--- src/rtl/sram_pkg.sv ---
// Shared widths, reader state encoding and default frame size for the SRAM frame store.
package sram_pkg;

  localparam int unsigned SRAM_ADDR_W = 18;
  localparam int unsigned SRAM_DATA_W = 32;

  // 640x480 8-bit pixels packed four per word.
  localparam int unsigned DEF_FRAME_WORDS = 76800;

  typedef enum logic [1:0] {
    StIdle,
    StFetch,
    StDrain,
    StDone
  } rd_state_e;

endpackage

--- src/rtl/sram_rd_fifo.sv ---
// Synchronous word FIFO between the SRAM read pipeline and the pixel unpacker.
// Push while full is accepted only when a pop happens in the same cycle.
module sram_rd_fifo #(
  parameter int unsigned DEPTH = 4,
  parameter int unsigned WIDTH = 32
) (
  input  logic                       clk_i,
  input  logic                       rst_i,
  input  logic                       push_i,
  input  logic [WIDTH-1:0]           wdata_i,
  input  logic                       pop_i,
  output logic [WIDTH-1:0]           rdata_o,
  output logic [$clog2(DEPTH+1)-1:0] count_o,
  output logic                       full_o,
  output logic                       empty_o
);

  localparam int unsigned PtrW = (DEPTH > 1) ? $clog2(DEPTH) : 1;
  localparam int unsigned CntW = $clog2(DEPTH + 1);

  logic [WIDTH-1:0] mem_q [DEPTH];
  logic [PtrW-1:0]  wptr_q, rptr_q;
  logic [CntW-1:0]  count_q;
  logic             do_push, do_pop;

  // Pointers wrap explicitly so non-power-of-two depths work.
  function automatic logic [PtrW-1:0] ptr_inc(input logic [PtrW-1:0] p);
    return (p == PtrW'(DEPTH - 1)) ? '0 : p + 1'b1;
  endfunction

  assign empty_o = (count_q == '0);
  assign full_o  = (count_q == CntW'(DEPTH));
  assign count_o = count_q;
  assign rdata_o = mem_q[rptr_q];
  assign do_pop  = pop_i && !empty_o;
  assign do_push = push_i && (!full_o || do_pop);

  // Pointer and occupancy state; reset empties the FIFO.
  always_ff @(posedge clk_i) begin
    if (rst_i) begin
      wptr_q  <= '0;
      rptr_q  <= '0;
      count_q <= '0;
    end else begin
      if (do_push) wptr_q <= ptr_inc(wptr_q);
      if (do_pop)  rptr_q <= ptr_inc(rptr_q);
      count_q <= count_q + CntW'(do_push) - CntW'(do_pop);
    end
  end

  // Storage array; contents need no reset since occupancy gates every read.
  always_ff @(posedge clk_i) begin
    if (do_push) mem_q[wptr_q] <= wdata_i;
  end

endmodule

--- src/rtl/sram_frame_reader.sv ---
// Frame reader: fetches FRAME_WORDS words from synchronous SRAM and streams them
// out as pixel bytes, most significant byte first, under valid/ready flow control.
module sram_frame_reader
  import sram_pkg::*;
#(
  parameter int unsigned FRAME_WORDS = DEF_FRAME_WORDS,
  parameter int unsigned READ_LAT    = 2,
  parameter int unsigned FIFO_DEPTH  = 4
) (
  input  logic                   clk_100,
  input  logic                   rst,
  input  logic                   start,
  input  logic [SRAM_ADDR_W-1:0] base_addr,
  input  logic [SRAM_DATA_W-1:0] data_sram,
  output logic [SRAM_ADDR_W-1:0] address_to_sram,
  output logic                   output_en,
  output logic                   write_en_n,
  output logic                   chip_en,
  output logic                   adv,
  output logic [3:0]             byte_en,
  output logic [7:0]             pix_data,
  output logic                   pix_valid,
  input  logic                   pix_ready,
  output logic                   busy,
  output logic                   done
);

  localparam int unsigned IssW = $clog2(FRAME_WORDS + 1);
  localparam int unsigned CntW = $clog2(FIFO_DEPTH + 1);
  localparam int unsigned LatW = $clog2(READ_LAT + 1);

  rd_state_e              state_q, state_d;
  logic [SRAM_ADDR_W-1:0] addr_q, addr_d;
  logic [IssW-1:0]        issue_cnt_q, issue_cnt_d;
  logic [READ_LAT-1:0]    pipe_q, pipe_d;
  logic [LatW-1:0]        in_flight;
  logic                   launch, credit_ok;

  logic                   fifo_push, fifo_full, fifo_empty;
  logic [CntW-1:0]        fifo_count;
  logic [SRAM_DATA_W-1:0] fifo_rdata;

  logic [SRAM_DATA_W-1:0] word_q, word_d;
  logic [1:0]             idx_q, idx_d;
  logic                   valid_q, valid_d;
  logic                   pix_fire, unpack_load, last_taken;

  // Read-only access: write, chip enable, ADV and byte lanes are tied off.
  assign write_en_n      = 1'b1;
  assign chip_en         = 1'b0;
  assign adv             = 1'b0;
  assign byte_en         = 4'b0000;
  assign address_to_sram = addr_q;

  // ---------------------------------------------------------------------------
  // Launch control
  // ---------------------------------------------------------------------------

  // Loading the address register is the launch edge. Loading base_addr on start is
  // the first launch; every later launch needs a FIFO slot that is still free once
  // all outstanding reads land, where a pop in this cycle frees one.
  assign credit_ok = (32'(fifo_count) + 32'(in_flight)) < (FIFO_DEPTH + 32'(unpack_load));
  assign launch    = ((state_q == StIdle) && start) ||
                     ((state_q == StFetch) && (issue_cnt_q < IssW'(FRAME_WORDS)) && credit_ok);

  // Next address and launch count.
  always_comb begin
    addr_d      = addr_q;
    issue_cnt_d = issue_cnt_q;
    if (state_q == StIdle) begin
      if (start) begin
        addr_d      = base_addr;
        issue_cnt_d = IssW'(1);
      end
    end else if (launch) begin
      addr_d      = addr_q + 1'b1;
      issue_cnt_d = issue_cnt_q + 1'b1;
    end
  end

  // Launch marker pipeline: bit k set means a read launched k+1 edges ago.
  always_comb begin
    pipe_d = (pipe_q << 1) | READ_LAT'(launch);
  end

  // Outstanding reads are the set bits of the marker pipeline.
  always_comb begin
    in_flight = '0;
    for (int i = 0; i < READ_LAT; i++) begin
      in_flight = in_flight + LatW'(pipe_q[i]);
    end
  end

  assign fifo_push = pipe_q[READ_LAT-1];

  // Address, launch count and marker registers.
  always_ff @(posedge clk_100) begin
    if (rst) begin
      addr_q      <= '0;
      issue_cnt_q <= '0;
      pipe_q      <= '0;
    end else begin
      addr_q      <= addr_d;
      issue_cnt_q <= issue_cnt_d;
      pipe_q      <= pipe_d;
    end
  end

  sram_rd_fifo #(
    .DEPTH (FIFO_DEPTH),
    .WIDTH (SRAM_DATA_W)
  ) u_fifo (
    .clk_i   (clk_100),
    .rst_i   (rst),
    .push_i  (fifo_push),
    .wdata_i (data_sram),
    .pop_i   (unpack_load),
    .rdata_o (fifo_rdata),
    .count_o (fifo_count),
    .full_o  (fifo_full),
    .empty_o (fifo_empty)
  );

  // ---------------------------------------------------------------------------
  // Unpacker
  // ---------------------------------------------------------------------------

  assign pix_fire    = valid_q && pix_ready;
  // Refill when empty, or straight behind the last byte so there is no bubble.
  assign unpack_load = !fifo_empty && (!valid_q || (pix_fire && (idx_q == 2'd3)));
  assign last_taken  = !valid_q || (pix_fire && (idx_q == 2'd3));

  // Unpacker next state: hold while stalled, advance on handshake, reload from FIFO.
  always_comb begin
    word_d  = word_q;
    idx_d   = idx_q;
    valid_d = valid_q;
    if (unpack_load) begin
      word_d  = fifo_rdata;
      idx_d   = 2'd0;
      valid_d = 1'b1;
    end else if (pix_fire) begin
      idx_d = idx_q + 2'd1;
      if (idx_q == 2'd3) valid_d = 1'b0;
    end
  end

  // Unpacker registers.
  always_ff @(posedge clk_100) begin
    if (rst) begin
      word_q  <= '0;
      idx_q   <= '0;
      valid_q <= 1'b0;
    end else begin
      word_q  <= word_d;
      idx_q   <= idx_d;
      valid_q <= valid_d;
    end
  end

  // Byte select, most significant byte first.
  always_comb begin
    pix_data = word_q[31:24];
    unique case (idx_q)
      2'd0: pix_data = word_q[31:24];
      2'd1: pix_data = word_q[23:16];
      2'd2: pix_data = word_q[15:8];
      2'd3: pix_data = word_q[7:0];
      default: pix_data = word_q[31:24];
    endcase
  end

  assign pix_valid = valid_q;

  // ---------------------------------------------------------------------------
  // Control FSM
  // ---------------------------------------------------------------------------

  // State register.
  always_ff @(posedge clk_100) begin
    if (rst) state_q <= StIdle;
    else     state_q <= state_d;
  end

  // Next-state logic; start outside IDLE has no effect.
  always_comb begin
    state_d = state_q;
    case (state_q)
      StIdle:  if (start) state_d = StFetch;
      StFetch: if (issue_cnt_d == IssW'(FRAME_WORDS)) state_d = StDrain;
      StDrain: if ((in_flight == '0) && fifo_empty && last_taken) state_d = StDone;
      StDone:  state_d = StIdle;
      default: state_d = StIdle;
    endcase
  end

  // State-decoded outputs.
  always_comb begin
    output_en = 1'b1;
    busy      = 1'b1;
    done      = 1'b0;
    case (state_q)
      StIdle:           busy = 1'b0;
      StFetch, StDrain: output_en = 1'b0;
      StDone:           done = 1'b1;
      default:          busy = 1'b0;
    endcase
  end

  // Every outstanding read must always have a FIFO slot reserved for it.
  a_credit: assert property (@(posedge clk_100) disable iff (rst)
    (32'(fifo_count) + 32'(in_flight)) <= FIFO_DEPTH);

  a_no_overflow: assert property (@(posedge clk_100) disable iff (rst)
    !(fifo_push && fifo_full && !unpack_load));

endmodule

--- config.mk ---
export PLATFORM = sky130hd
export DESIGN_NAME = sram_frame_reader
export DESIGN_NICKNAME = d
export VERILOG_FILES = /design/src/rtl/sram_pkg.sv /design/src/rtl/sram_rd_fifo.sv /design/src/rtl/sram_frame_reader.sv
export SDC_FILE = /design/constraint.sdc
export NUM_CORES = 1
export LEC_CHECK = 0
export BUFFER_PORTS_ARGS = -buffer_cell sky130_fd_sc_hd__buf_2
export CAP_MARGIN = 10
export CELL_PAD_IN_SITES_DETAIL_PLACEMENT = 0
export CELL_PAD_IN_SITES_GLOBAL_PLACEMENT = 1
export CORE_MARGIN = 4
export CORE_UTILIZATION = 40
export DETAILED_ROUTE_END_ITERATION = 7
export PLACE_DENSITY_LB_ADDON = 0.1
export SLEW_MARGIN = 20
export SYNTH_ARGS = -nofsm -noshare
export SYNTH_HDL_FRONTEND = slang
export SYNTH_SLANG_ARGS = --single-unit
--- constraint.sdc ---
create_clock -name clk_100 -period 4 [get_ports clk_100]
set_input_delay 0.2 -clock clk_100 [delete_from_list [all_inputs] [get_ports clk_100]]
set_output_delay 0.2 -clock clk_100 [all_outputs]
set_load 0.01 [all_outputs]
After elaboration in Yosys (flattened, before gate mapping)
Memory sizes are Yosys's and may differ from the RTL's. A register that Yosys moved wholly into a read port is not among the register bits.
Cells that the tools add are included.

word-level totals
  flip-flop bits (word level) = 49
  latch bits = 0
  memory bits (writable) = 128
  bits in read-only memories = 0
  bits of input ports = 54
  output and inout port bits = 37
  logic and storage cells = 85
  memories = 1

memory list
  memory        words  width  read ports  clocked after memory_dff  write ports  line                source
  u_fifo.mem_q  4      32     1           1                         1            sram_rd_fifo.sv:21  logic [WIDTH-1:0] mem_q [DEPTH];

cells by class
  add/subtract/negate cells = 10
  multiply operators = 0
  div/mod/pow operators = 0
  order comparisons = 2
  equal/unequal tests = 13
  shift-type cells = 0
  muxes and demuxes = 21
  bitwise operators = 1
  reduce and logical (&&, ||, !) cells = 28

operator list
  kind                     number
  $mux W18                 3
  $mux W17                 3
  $pmux W8 S4              1
  $add A18 B1 Y18 const B  1
  $add A17 B1 Y17 const B  1
  $eq A17 B17 Y1 const B   1
  $lt A17 B17 Y1 const B   1
  $eq A2 B2 Y1 const B     6
  $logic_and A1 B1 Y1      10
  $mux W2                  5
  $mux W1                  8
  $pmux W2 S4              1
  $add A2 B1 Y2 const B    3
  $logic_not A2 Y1         3
  $reduce_bool A2 Y1       3
  $add A3 B1 Y4 const A    1
  $add A3 B2 Y4            1
  $eq A2 B1 Y1 const B     2
  $lt A4 B4 Y1             1
  $ne A2 B2 Y1 const B     2
  $reduce_and A2 Y1        2
  $reduce_or A2 Y1         2
  $add A3 B1 Y3            1
  $eq A3 B3 Y1 const B     1
  8 further kinds          12

Longest topological paths before layout
Gate-level depths: netlist of run 1.

  depth in word-level cells = 13
  mapped depth = 15
  depth with buffers taken out = 12

Hierarchy
A second synthesis of run 1 with hierarchy kept.

second synthesis, totals
  cell total of the unflattened synthesis = 756
  area total of the unflattened synthesis = 9233.9 um2

modules (own cells, without submodules)
  module             times used  cells an instance  area an instance (um2)  seq. area each (um2)
  sram_rd_fifo       1           214                5076.1                  4023.9
  sram_frame_reader  1           542                4157.7                  1481.4

Worst setup path after synthesis of run 1
OpenSTA, ideal clock, no wires.

  kind = register -> register
  start = reg pipe_q[0]
  end = reg state_q[0]
  library setup time = 0.072 ns
  data arrival time = 3.338 ns
  required time = 3.928 ns
  slack = 0.590 ns
  cell stages (with the launch flop) = 13
  path buffers = 1
  clock period less this slack = 3.410 ns
  path through = dfxtp_1 -> inv_1 -> ha_1 -> ha_1 -> fa_1 -> o41a_1 -> buf_6 -> or3_4 -> or3_1 -> a21o_1 -> and4bb_4 -> a31oi_4 -> mux2i_1

on the way
  longest elaborated chain between the ends = 10
  elaborated cells on any way between the ends = 14
  classes of those cells = add/sub: 2; order compare: 1; eq/ne: 3; mux: 2; reduce/logical: 6

ends and longest elaborated chain
  element                          line                      source
  start, declared                  sram_frame_reader.sv:35   logic [READ_LAT-1:0] pipe_q, pipe_d;
  start signal, assigned           sram_frame_reader.sv:105  pipe_q <= pipe_d;
  $add A1 B1 Y2 (*)                sram_frame_reader.sv:90   in_flight = in_flight + LatW'(pipe_q[i]);
  $add A3 B2 Y4                    sram_frame_reader.sv:62   assign credit_ok = (32'(fifo_count) + 32'(in_flight)) < (FIFO_DEPTH + 32'(unpack_load));
  $lt A4 B4 Y1                     sram_frame_reader.sv:62
  $logic_and A1 B1 Y1              sram_frame_reader.sv:64   ((state_q == StFetch) && (issue_cnt_q < IssW'(FRAME_WORDS)) && credit_ok);
  $logic_or A1 B1 Y1               sram_frame_reader.sv:63   assign launch = ((state_q == StIdle) && start) ||
  $mux W17                         sram_frame_reader.sv:75   end else if (launch) begin
  $mux W17                         sram_frame_reader.sv:70   if (state_q == StIdle) begin
  $eq A17 B17 Y1                   sram_frame_reader.sv:190  StFetch: if (issue_cnt_d == IssW'(FRAME_WORDS)) state_d = StDrain;
  $ne A2 B1 Y1 (no line)           -
  $reduce_and A3 Y1 (no line) (*)  -
  end signal, assigned             sram_frame_reader.sv:181  if (rst) state_q <= StIdle;
  end signal, assigned             sram_frame_reader.sv:182  else state_q <= state_d;
  end, declared                    sram_frame_reader.sv:32   rd_state_e state_q, state_d;

Every way passes the cells marked *; elsewhere a longest branch is shown, timed or not.
A chain may end at the register's enable or synchronous reset.

Worst setup path in the final report of run 1
  start = reg pipe_q[0]
  end = reg state_q[1]

Same word-level chain as after synthesis.

==> results of run 1 <==
==> power breakdown <==
part	total, W	leakage [nW]	switching (W)	internal [W]
sequential	0.00283	1.82	0.000260	0.00257
combinational	0.00193	1.76	0.00114	0.000787
clock	0.00224	0.402	0.000853	0.00138
total	0.00699	3.98	0.00225	0.00474
==> cell usage after synthesis (7+ instances only) <==
library cell	instances	area share, %
edfxtp_1	128	42
nand2_1	97	4.0
dfxtp_1	81	18
a21oi_1	57	3.1
nor2_1	39	1.6
clkbuf_1	36	1.5
mux4_2	32	7.9
inv_1	26	1.1
ha_1	21	2.9
o21ai_0	20	1.1
nand3_1	16	0.88
mux2i_1	14	1.5
a211oi_1	13	1.1
nor3_1	12	0.66
nor2b_1	11	0.75
and2_1	10	0.69
and3_1	10	0.69
nor4_1	10	0.69
or3_1	9	0.62
a222oi_1	8	0.88
a31oi_1	7	0.48
buf_4	7	0.58
==> logic make-up (layout without fill, tap and decap cells) <==
| logic type | count (synthesis) | in the layout |
|---|---|---|
| compound gates | 145 | 145 |
| xor+xnor | 6 | 6 |
| fa+ha+maj | 23 | 23 |
| buf+inv | 77 | 202 |
| flops | 209 | 209 |
| mux | 47 | 47 |
| other cells | 2 | 7 |
| simple gates | 234 | 234 |
==> routing by layer <==
layer	vias up	wire length, µm	part of all wire, %	global-route usage (%)
met5	-	0	0	0
met4	0	535	2.5	4.22
met3	36	1080	5.0	2.56
met2	161	10900	51	30.2
met1	3080	8970	42	21.4
li1	2998	-	-	-
==> repair_timing <==
| item | in CTS | in global routing |
|---|---|---|
| gates resized for setup | 0 | 1 |
| setup endpoints to repair | 0 | 2 |
| hold endpoints to repair | 132 | 0 |
| hold buffers | 37 | 0 |
==> worst max-delay path: cells and delay by family, from the launching register on <==
family	cells	cell delay [ns]
fa+ha+maj	3	0.98
mux	1	0.20
compound gates	3	1.00
flops	1	0.34
buf+inv	1	0.06
simple gates	3	1.13
==> layout make-up <==
cell class	instances	area [µm²]
Clock buffer	25	583
Clock inverter	17	225
Fill cell	2043	11600
Inverter	28	105
Multi-Input combinational cell	462	3360
Sequential cell	209	5470
Tap cell	285	357
Timing Repair Buffer	132	878
==> flip-flops by register name, indices dropped and copies added (netlist names) <==
name / flops
pipe_q: 2
u_fifo.rptr_q: 2
u_fifo.count_o: 3
address_to_sram: 18
pix_valid: 1
word_q: 32
u_fifo.mem_q: 128
u_fifo.wptr_q: 2
idx_q: 2
issue_cnt_q: 17
state_q: 2
==> how the worst max path moves through the flow <==
stage	from	endpoint	slack, ns	depth (start not counted)
5_1_grt	pipe_q[1]	state_q[1]	0.04	11
6_report	pipe_q[0]	state_q[1]	0.20	11
2_1_floorplan	pipe_q[0]	state_q[0]	0.59	12
3_3_place_gp	pipe_q[0]	state_q[0]	0.37	11
4_1_cts	pipe_q[0]	state_q[1]	0.20	11
3_5_place_dp	pipe_q[0]	state_q[1]	0.21	11
==> through the flow <==
stage	setup slack [ns]	area [µm²]	util (%)	hold slack, ns	power, W
2_1_floorplan	0.590	9140	-	0.299	0.00417
3_3_place_gp	0.373	9780	43.3	0.409	0.00477
3_5_place_dp	0.207	9780	43.3	0.417	0.00481
4_1_cts	0.203	11000	48.6	0.0163	0.00711
5_1_grt	0.0416	11000	48.6	0.0319	0.00743
6_report	0.201	11000	48.6	0.0332	0.00699
==> results.md, run 1 <==
- The gate count of the mapped netlist is 743.
- The CTS buffer count is 23.
- The worst register-to-register path begins at pipe_q[0].
- The wire length per cell is 18.6 µm.
- The run finished with clean final reports.
- In this run the count of I/O pins placed on the die edge is 91.
- The cell sitting at the root of the clock tree is a clkbuf_16.
- The synthesized netlist devotes 10.6% of its cell area to compound gates.
- The worst setup path is captured at a register.
- The later pin in the worst-skew pair is clocked with a latency of 0.52 ns.
- The clock-pin slew on the worst setup and hold paths is 0.06 ns.
- The placed wire-length estimate after detailed placement is 14,000 µm.
- The number of endpoints with negative hold slack in the final report is 0.
- The arrival time at the worst endpoint is 4.24 ns.
- The die is 159 µm wide.
- The hold-critical path endpoint is address_to_sram[1].
- The minimum period implied by the final worst setup slack is 3.80 ns.
- The minimum setup slack among reg-to-reg paths is 0.20 ns.
- The layout-stage area growth over the synthesis result is 20.2%.
- The worst-case IR drop observed on VDD is 0.365 mV.
- The worst reg-to-reg path cell count is 11.
- Of the post-synthesis cell area, the part taken by muxes is 9.56%.
- In the routed design, unresolved DRC markers number 0.
- The fraction of the mapped netlist area in adder cells is 3.32%.
- The share of final-layout standard cells stronger than drive strength 1 is 20.5%.
- The first global-routing pass estimated 34,700 µm of wire.
- The Yosys step of the flow raised 0 warnings.
- The share of synthesized registers carrying an async set or reset is 0%.
- The final wirelength is 21,500 µm.
- Clock skew on the completed layout was measured at 0.00962 ns.
- The number of inserted diodes is 0.
- The slew at the pin closest to its max-slew limit is 0.720 ns.
- In this run the power density over the cells is 637 mW/mm².
- The signal on the critical path passes through inv_1 -> ha_1 -> ha_1 -> fa_1 -> o41a_1 -> or3_4 -> or3_1 -> a21o_1 -> and4bb_4 -> a31oi_4 -> mux2i_1.
- The most common library cell in the layout ignoring fill and taps is edfxtp_1.
- The number of nets with antenna violations after routing is 0.
- The cell that appears most often on the critical path is ha_1.
- The required time of the critical path is 4.44 ns.
- The placer's final routability congestion estimate is 0.847.
- The critical path's slowest cell is o41a_1.
- The static power due to leakage is 3.98 nW.
- The number of buffers inserted by post-CTS setup repair is 0.
- TritonCTS built the clock tree.
- The cell area after synthesis is 0.00913 mm².
- The sink count of the clock tree is 209.
- Derived from the worst setup path, the maximum achievable clock frequency is 263 MHz.
- The number of H-tree levels is 1.
- In this run, synthesis produced a sequential element count of 209.
- The number of enable flip-flop cells after synthesis is 128.
- The total track usage is 16.8%.
- The via count of the first global-routing pass came to 6,289.
- The final clock period utilization by the worst path is 95.0%.
- Measured along the y axis, the die boundary spans 159 µm.
- The max-slew violation count is 0.
- Entering global routing, the biggest net connects 58 pins.
- Excluding fillers, the count of instances in the completed layout stands at 1,158.
- The die covers 0.0253 mm².
- The core region is 0.0226 mm².
- The critical path launch point type is a register.
- Setup repair after global routing left no endpoint under its margin.
- Once placement completed, the tool counted placed cells totaling 1,079.
- The final route contains 6,275 vias.
- The worst hold path passes through 3 cells.
- The initial utilization of the core area, before any placement, comes to 40.4%.
- The initial antenna violation count is 0.
- For this run, the register share of the synthesized area comes to 59.9%.
- Setup violations remaining at the end of the flow were counted as 0.
- The end of the worst register-to-register path is state_q[1].
- The floorplan row count is 55.
- The total congestion overflow is 0.
- The combinational family with the most area after synthesis is simple AND/OR/NAND/NOR gates.
- The worst slew slack as a fraction of its limit is 52.0%.
- The worst min-delay path startpoint is base_addr[1].
- The number of max-cap violations is 0.
- In this design, the stage delay of the slowest critical-path cell is 0.60 ns.
- The largest fanout on the critical path is 14.
- The violation count after the first detailed-route iteration is 349.
- The setup TNS is 0 ns.
- The buffer depth of the longest clock path is 3.
- Of the total synthesized cell area, the portion taken by AND, OR, NAND and NOR gates is 12.4%.
- In this run the worst hold path is classified as in2reg.
- In this run the tool buffered the top-level ports with 83 buffer cells.
- Among all flip-flop cells after synthesis, the most frequent one is edfxtp_1.
- The average cell area after synthesis is 12.3 µm².
- Before antenna repair, the detailed router went through 5 iterations.
- Leaving out fill and tap cells, the most frequent cells in the layout are edfxtp_1, nand2_1, buf_2.
- After detailed routing, the number of vias per cell comes to 5.42.
- For this run, the post-layout net count is 933.
- The startpoint-to-endpoint class of the critical path is reg2reg.
- Of the total synthesized cell area, the portion taken by XOR and XNOR cells is 0.576%.
- The distinct cell type count of the synthesized netlist is 66.
No activity file was read; power rests on OpenSTA's default activity.
==> inputs of run 2 (changes only) <==
--- a/config.mk
+++ b/config.mk
@@ -5,7 +5,7 @@
 export SDC_FILE = /design/constraint.sdc
 export NUM_CORES = 1
 export LEC_CHECK = 0
-export BUFFER_PORTS_ARGS = -buffer_cell sky130_fd_sc_hd__buf_2
+export BUFFER_PORTS_ARGS = -buffer_cell sky130_fd_sc_hd__buf_4
 export CAP_MARGIN = 10
 export CELL_PAD_IN_SITES_DETAIL_PLACEMENT = 0
 export CELL_PAD_IN_SITES_GLOBAL_PLACEMENT = 1
==> run 2 against run 1 <==
Effect of this change:
- power decreased by 0.62%
- global-route usage is 0.11 points lower
- combinational power is 5% higher
- critical path depth stayed put
- via count down 0.48%
- largest cell class unchanged
- maximum frequency grew 0.84%
- design area is 1.6% higher
- die area stayed put
- clock power shrank 6%
- sequential power about the same
- count of clock-buffer cells in the layout increased by 12
- register-to-register slack better by 0.03 ns
==> results.md, run 2 (same netlist as run 1, synthesis figures left out) <==
- The flow ran to the end, and the final reports show no timing, DRC or antenna violations.
- The net count reported at finish is 935.
- The initial antenna violation count is 0.
- The register with the most flip-flops in the layout has 128 of them.
- The critical path's slowest cell is o41a_1.
- The layout-stage area growth over the synthesis result is 22.1%.
- The number of max-cap violations is 0.
- The clock-pin slew on the worst setup and hold paths is 0.06 ns.
- For hold timing, the worst endpoint is address_to_sram[8].
- The worst slack at placement is 0.197 ns.
- For the worst setup path, the data arrival time is 4.17 ns.
- The violation count after the first detailed-route iteration is 291.
- The detail route stage leaves a number of antenna-violating nets equal to 0.
- The floorplan has 55 rows.
- The max-slew violation count is 0.
- The top cell types in the final layout, fill and taps aside, are edfxtp_1, nand2_1, buf_4.
- In this design, the stage delay of the slowest critical-path cell is 0.60 ns.
- Along the worst path, the maximum fanout reaches 9.
- The tightest min-delay check is of the in2reg type.
- CTS saw 209 sinks.
- Summed over all failing endpoints, the final setup total negative slack is 0 ns.
- The standard cell core area is 0.0226 mm².
- Setup violations remaining at the end of the flow were counted as 0.
- The final wirelength is 21,500 µm.
- From bottom edge to top edge, the die measures 159 µm.
- The longest clock path from root to sink contains 3 buffers.
- Of the cells placed in the final design, the portion with a size suffix greater than 1 is 19.6%.
- The total track usage is 16.7%.
- 91 I/O pins were placed.
- The number of optimization iterations in the first detailed-route pass is 7.
- Excluding fillers, the count of instances in the completed layout stands at 1,161.
- The minimum period implied by the final worst setup slack is 3.77 ns.
- The smallest hold slack is 0.0395 ns.
- The setup slack after layout is 0.233 ns.
- The kind of cell with the highest combined delay along the critical path is simple AND/OR/NAND/NOR gates.
- The fmax is 265 MHz.
- The later pin in the worst-skew pair is clocked with a latency of 0.52 ns.
- Among the stages of the critical path, the cell type that occurs most often is ha_1.
- Buffers placed on the I/O ports in this run total 83.
- The type of element capturing the critical path is a register.
- The area of the die is 0.0253 mm².
- The required time of the critical path is 4.40 ns.
- The number of endpoints with negative hold slack in the final report came to 0.
- The starting density of the core is 40.4%.
- The worst slew slack as a fraction of its limit is 39.6%.
- The count of buffering cells on the critical path with inverters included is 1.
- The post-detailed-route DRC marker count is 0.
- The clock tree from TritonCTS is done.
- Counting the fill cells in the layout gives 2,002.
- The die is 159 µm wide.
- The maximum number of pins on one net before global-route repair is 84.
- Counting flops per register, the top entry is u_fifo.mem_q.
- The library cell used most frequently in the layout, excluding fill and tap cells, is edfxtp_1.
- The number of inserted diodes is 0.
- The critical path in this run is classified as reg2reg.
- The master cell of the clock root buffer is clkbuf_16.
- The worst reg-to-reg path cell count is 11.
- The ratio of total power to cell area is 623 mW/mm².
- For this run the aggregate overflow at the end of global routing stands at 0.
- Traced cell by cell, the critical path runs through inv_1 -> ha_1 -> ha_1 -> fa_1 -> o41a_1 -> nor4_2 -> mux2_2 -> nor4_1 -> and4bb_4 -> a31oi_4 -> mux2i_1.
- Setup repair after global routing left no endpoint under its margin.
- The worst min-delay path startpoint is base_addr[8].
- The startpoint of the lowest-slack register-to-register path is pipe_q[0].
- The wire length per cell is 18.5 µm.
- Across all register-to-register paths, the minimum setup slack is 0.23 ns.
- The worst hold path was traced through 3 stages.
- The worst setup path is launched from a register.
- Between clock sinks in the finished design, the worst skew comes to 0.0175 ns.
- The final critical path takes up 94.2% of the cycle.
- The routed layout has 6,245 vias.
- Detailed placement ended at an HPWL of 14,000 µm.
- The wire length of the first global-routing pass is 34,700 µm.
- In this run the static leakage power is 4.00 nW.
- The slew at the pin closest to its max-slew limit is 0.907 ns.
- The via count of the first global-routing pass was 6,354.
- Routability-driven placement finished with a final weighted congestion of 0.835.
- The end of the worst register-to-register path is state_q[1].
- The CTS buffer count is 24.
- The via density per instance is 5.38.
- The worst voltage drop across the vdd grid is 0.339 mV.
- In this run the number of H-tree levels came out at 1.
- Once placement completed, the tool counted placed cells totaling 1,080.
run 2: cell count changes in the layout (fill, tap and decap cells not counted):
cell | previous run | this run
buf_2 | 82 | 0
clkbuf_16 | 23 | 24
bufinv_16 | 5 | 2
clkbuf_1 | 2 | 12
inv_16 | 1 | 0
buf_4 | 13 | 96
clkinv_16 | 0 | 1
clkbuf_8 | 0 | 1
clkinv_2 | 7 | 1
clkinv_4 | 1 | 0
run 2: where the power goes:
| part | internal [W] | switching, W | total [W] |
|---|---|---|---|
| logic | 0.000873 | 0.00115 | 0.00202 |
| clock network | 0.00127 | 0.000831 | 0.00210 |
| registers | 0.00257 | 0.000262 | 0.00283 |
run 2: stage by stage:
step	util, %	instance area [µm²]	total power, W
floorplan	-	9140	0.00417
global placement	44.3	10000	0.00487
detailed placement	44.3	10000	0.00490
CTS	49.3	11100	0.00706
global route	49.4	11100	0.00737
finish	49.4	11100	0.00695
run 2: how the worst max path moves through the flow:
stage | start | slack, ns | to | cells past startpoint
after floorplan | pipe_q[0] | 0.59 | state_q[0] | 12
after global placement | pipe_q[0] | 0.35 | state_q[1] | 11
after detailed placement | pipe_q[0] | 0.20 | state_q[0] | 11
after CTS | pipe_q[0] | 0.17 | state_q[1] | 11
after global routing | pipe_q[0] | 0.04 | state_q[1] | 11
final | pipe_q[0] | 0.23 | state_q[1] | 11
run 2: what timing repair did:
item	4_1_cts	5_1_grt
hold buffers	37	0
endpoints found under the setup margin	0	2
hold endpoints to repair	132	0
gates resized for setup	0	1
setup buffers	0	0
run 2: layout make-up:
type / count / area, µm² / area share (%)
multi-input cells: 462 / 3360 / 30.1
well taps: 285 / 357 / 3.20
inverters: 28 / 105 / 0.943
clock inverters: 7 / 106 / 0.955
flip-flops and latches: 209 / 5470 / 49.1
repair buffers: 133 / 1090 / 9.79
clock buffers: 37 / 659 / 5.92
run 2: layer usage:
metal | GRT usage (%) | part of all wire (%) | up-vias
met5 | 0 | 0 | -
met4 | 4.89 | 2.8 | 0
met3 | 2.72 | 5.0 | 44
met2 | 29.4 | 50 | 186
met1 | 21.4 | 42 | 3029
li1 | - | - | 2986
run 2: tightest hold or removal path, stage by stage:
cell      delay [ns]
buf_4           0.10
o21ai_0         0.13
a211oi_1        0.07
==> inputs of run 3 (changes only) <==
==> constraint.sdc (replaced) <==
create_clock -name clk_100 -period 3.75 [get_ports clk_100]
set_input_delay 0.1875 -clock clk_100 [delete_from_list [all_inputs] [get_ports clk_100]]
set_output_delay 0.1875 -clock clk_100 [all_outputs]
set_load 0.01 [all_outputs]
==> run 3 against run 2 <==
Effect of this change:
- wire length is 0.70% higher
- design area shrank 0.46%
- global-route usage is 0.28 points higher
- worst setup slack worse by 0.0011 ns
- largest power group unchanged
==> results.md, run 3 (same netlist as run 1, synthesis figures left out) <==
- Across all setup checks in the final design, the least slack found is 0.232 ns.
- The critical path's top delay family is simple AND/OR/NAND/NOR gates.
- In the layout the commonest cells are edfxtp_1, buf_4, nand2_1.
- The placer's final routability congestion estimate is 0.858.
- The die is 159 µm wide.
- Across all hold checks on the routed design, the worst slack comes to 0.0374 ns.
- Setup repair after global routing left no endpoint under its margin.
- In this run the worst path has a maximum fanout of 14.
- Among all stages on the critical path, the largest delay is contributed by fa_1.
- Compared with the post-synthesis result, the final layout area differs by 21.5%.
- The maximum number of pins on one net before global-route repair is 84.
- The height of the die is 159 µm.
- The run finished with clean final reports.
- The tool flagged a number of max-cap violations equal to 0.
- The count of port buffers added during placement is 83.
- In the routed design, unresolved DRC markers number 0.
- VDD sags by at most 0.403 mV.
- The number of endpoints with negative hold slack in the final report is 0.
- The starting density of the core is 40.4%.
- The worst slew slack as a fraction of its limit is 40.1%.
- The total overflow left after global routing is 0.
- CTS built an H-tree with a depth of 1.
- The final clock period utilization by the worst path is 93.8%.
- Counting the buffers created by CTS gives 23.
- The worst setup path is of the reg2reg kind.
- The final number of setup-violating endpoints is 0.
- The finished cells cover 0.0111 mm².
- The net count reported at finish is 938.
- The number of top-level pins is 91.
- In this run the worst hold path is classified as in2reg.
- The initial antenna violation count was 0.
- The via density per instance is 5.38.
- The static power due to leakage is 3.98 nW.
- The fmax is 284 MHz.
- For the worst-skew pair, the clock arrives at the later sink with an insertion delay of 0.51 ns.
- u_fifo.mem_q holds more flip-flops than any other register.
- In this run the remaining antenna-violating nets after routing total 0.
- The required time of the critical path is 4.19 ns.
- Before antenna repair, the detailed router went through 6 iterations.
- The number of inserted diodes is 0.
- The via count of the first global-routing pass is 6,425.
- TritonCTS built the clock tree.
- The number of buffers inserted by post-CTS setup repair is 0.
- Once layout is complete, the cells apart from fillers number 1,161.
- The max-slew violation count is 0.
- On the final layout, the worst clock skew is 0.00510 ns.
- CTS saw 209 sinks.
- The smallest clock period supported by the final layout is computed as 3.52 ns.
- The type of element capturing the critical path is a register.
- The buffer depth of the longest clock path is 3.
- The wire length per cell is 18.6 µm.
- The number of flip-flops under the largest register name is 128.
- The violation count after the first detailed-route iteration is 308.
- Walking the worst path, the cells encountered are inv_1 -> ha_1 -> ha_1 -> fa_1 -> o41a_1 -> or3_4 -> or3_1 -> a21o_1 -> and4bb_4 -> a31oi_4 -> mux2i_1.
- Dividing total power by cell area gives a power density of 651 mW/mm².
- The critical path launch point type is a register.
- Together, buffers and inverters on the worst path number 1.
- The most numerous cell type found on the critical path is ha_1.
- The longest individual stage delay on the worst path is 0.47 ns.
- The total placed cells including tap cells is 1,084.
- The total track usage is 17.0%.
- The die covers 0.0253 mm².
- The floorplan row count is 55.
- Prior to clock tree synthesis, the placed netlist has a worst setup slack of 0.147 ns.
- Leaving out fill and tap cells, the most frequent cell in the layout is edfxtp_1.
- Adding up every negative setup slack in the final design gives 0 ns.
- Clock-pin slew was measured on the worst setup and hold paths at 0.06 ns.
- The first global-routing pass estimated 35,000 µm of wire.
- For this block, the via count after detailed routing is 6,249.
- The HPWL after detailed placement is 14,000 µm.
- In the final layout, the share of cells above drive strength 1 is 20.4%.
- The placement-stage cell area is 0.0100 mm².
- The region available for standard cell placement spans 0.0226 mm².
- The master cell of the clock root buffer is clkbuf_16.
- The final wirelength is 21,600 µm.
- The slew at the pin closest to its max-slew limit is 0.899 ns.
- The arrival time at the worst endpoint is 3.95 ns.
-- run 3: per-layer routing --
metal  up-vias  global-route usage, %  share of wire [%]
met4         0                   4.54                2.4
met1      3046                   21.1                 42
met2       162                   30.9                 51
met3        43                   2.77                4.8
met5         -                      0                  0
li1       2998                      -                  -
-- run 3: worst reg2reg max path, cell delays in order (launching register included) --
cell and delay (ns):
dfxtp_1 0.34, inv_1 0.06, ha_1 0.29, ha_1 0.21, fa_1 0.47, o41a_1 0.44, or3_4 0.44, or3_1 0.37
a21o_1 0.19, and4bb_4 0.21, a31oi_4 0.20, mux2i_1 0.22
-- run 3: repair_timing --
item | CTS | global route
hold buffers | 37 | 0
gates resized for setup | 0 | 4
setup endpoints to repair | 0 | 2
hold endpoints to repair | 132 | 0
-- run 3: layout make-up --
cell class	instances	area [µm²]
clock buffer	26	587
inverter	28	105
multi-input combinational	462	3380
fill	2041	11500
sequential	209	5470
clock inverter	14	76.3
timing repair buffer	137	1120
tap	285	357
-- run 3: final timing paths --
path	from	to	slack, ns	cells past startpoint
max	pipe_q[0]	state_q[1]	0.23	11
min	base_addr[16]	address_to_sram[16]	0.04	3
max reg2reg	pipe_q[0]	state_q[1]	0.23	11
min reg2reg	word_q[10]	word_q[10]	0.46	2
-- run 3: report_power, final --
| group | switching, W | total, W | internal, W |
|---|---|---|---|
| logic | 0.00128 | 0.00224 | 0.000960 |
| clock network | 0.000874 | 0.00200 | 0.00112 |
| registers | 0.000248 | 0.00299 | 0.00274 |
| total | 0.00240 | 0.00722 | 0.00482 |
-- run 3: metrics by stage --
stage / power [W] / util, %
3_3_place_gp: 0.00523 / 44.4
6_report: 0.00722 / 49.1
5_1_grt: 0.00768 / 49.1
3_5_place_dp: 0.00527 / 44.4
4_1_cts: 0.00732 / 49.0
2_1_floorplan: 0.00445 / -
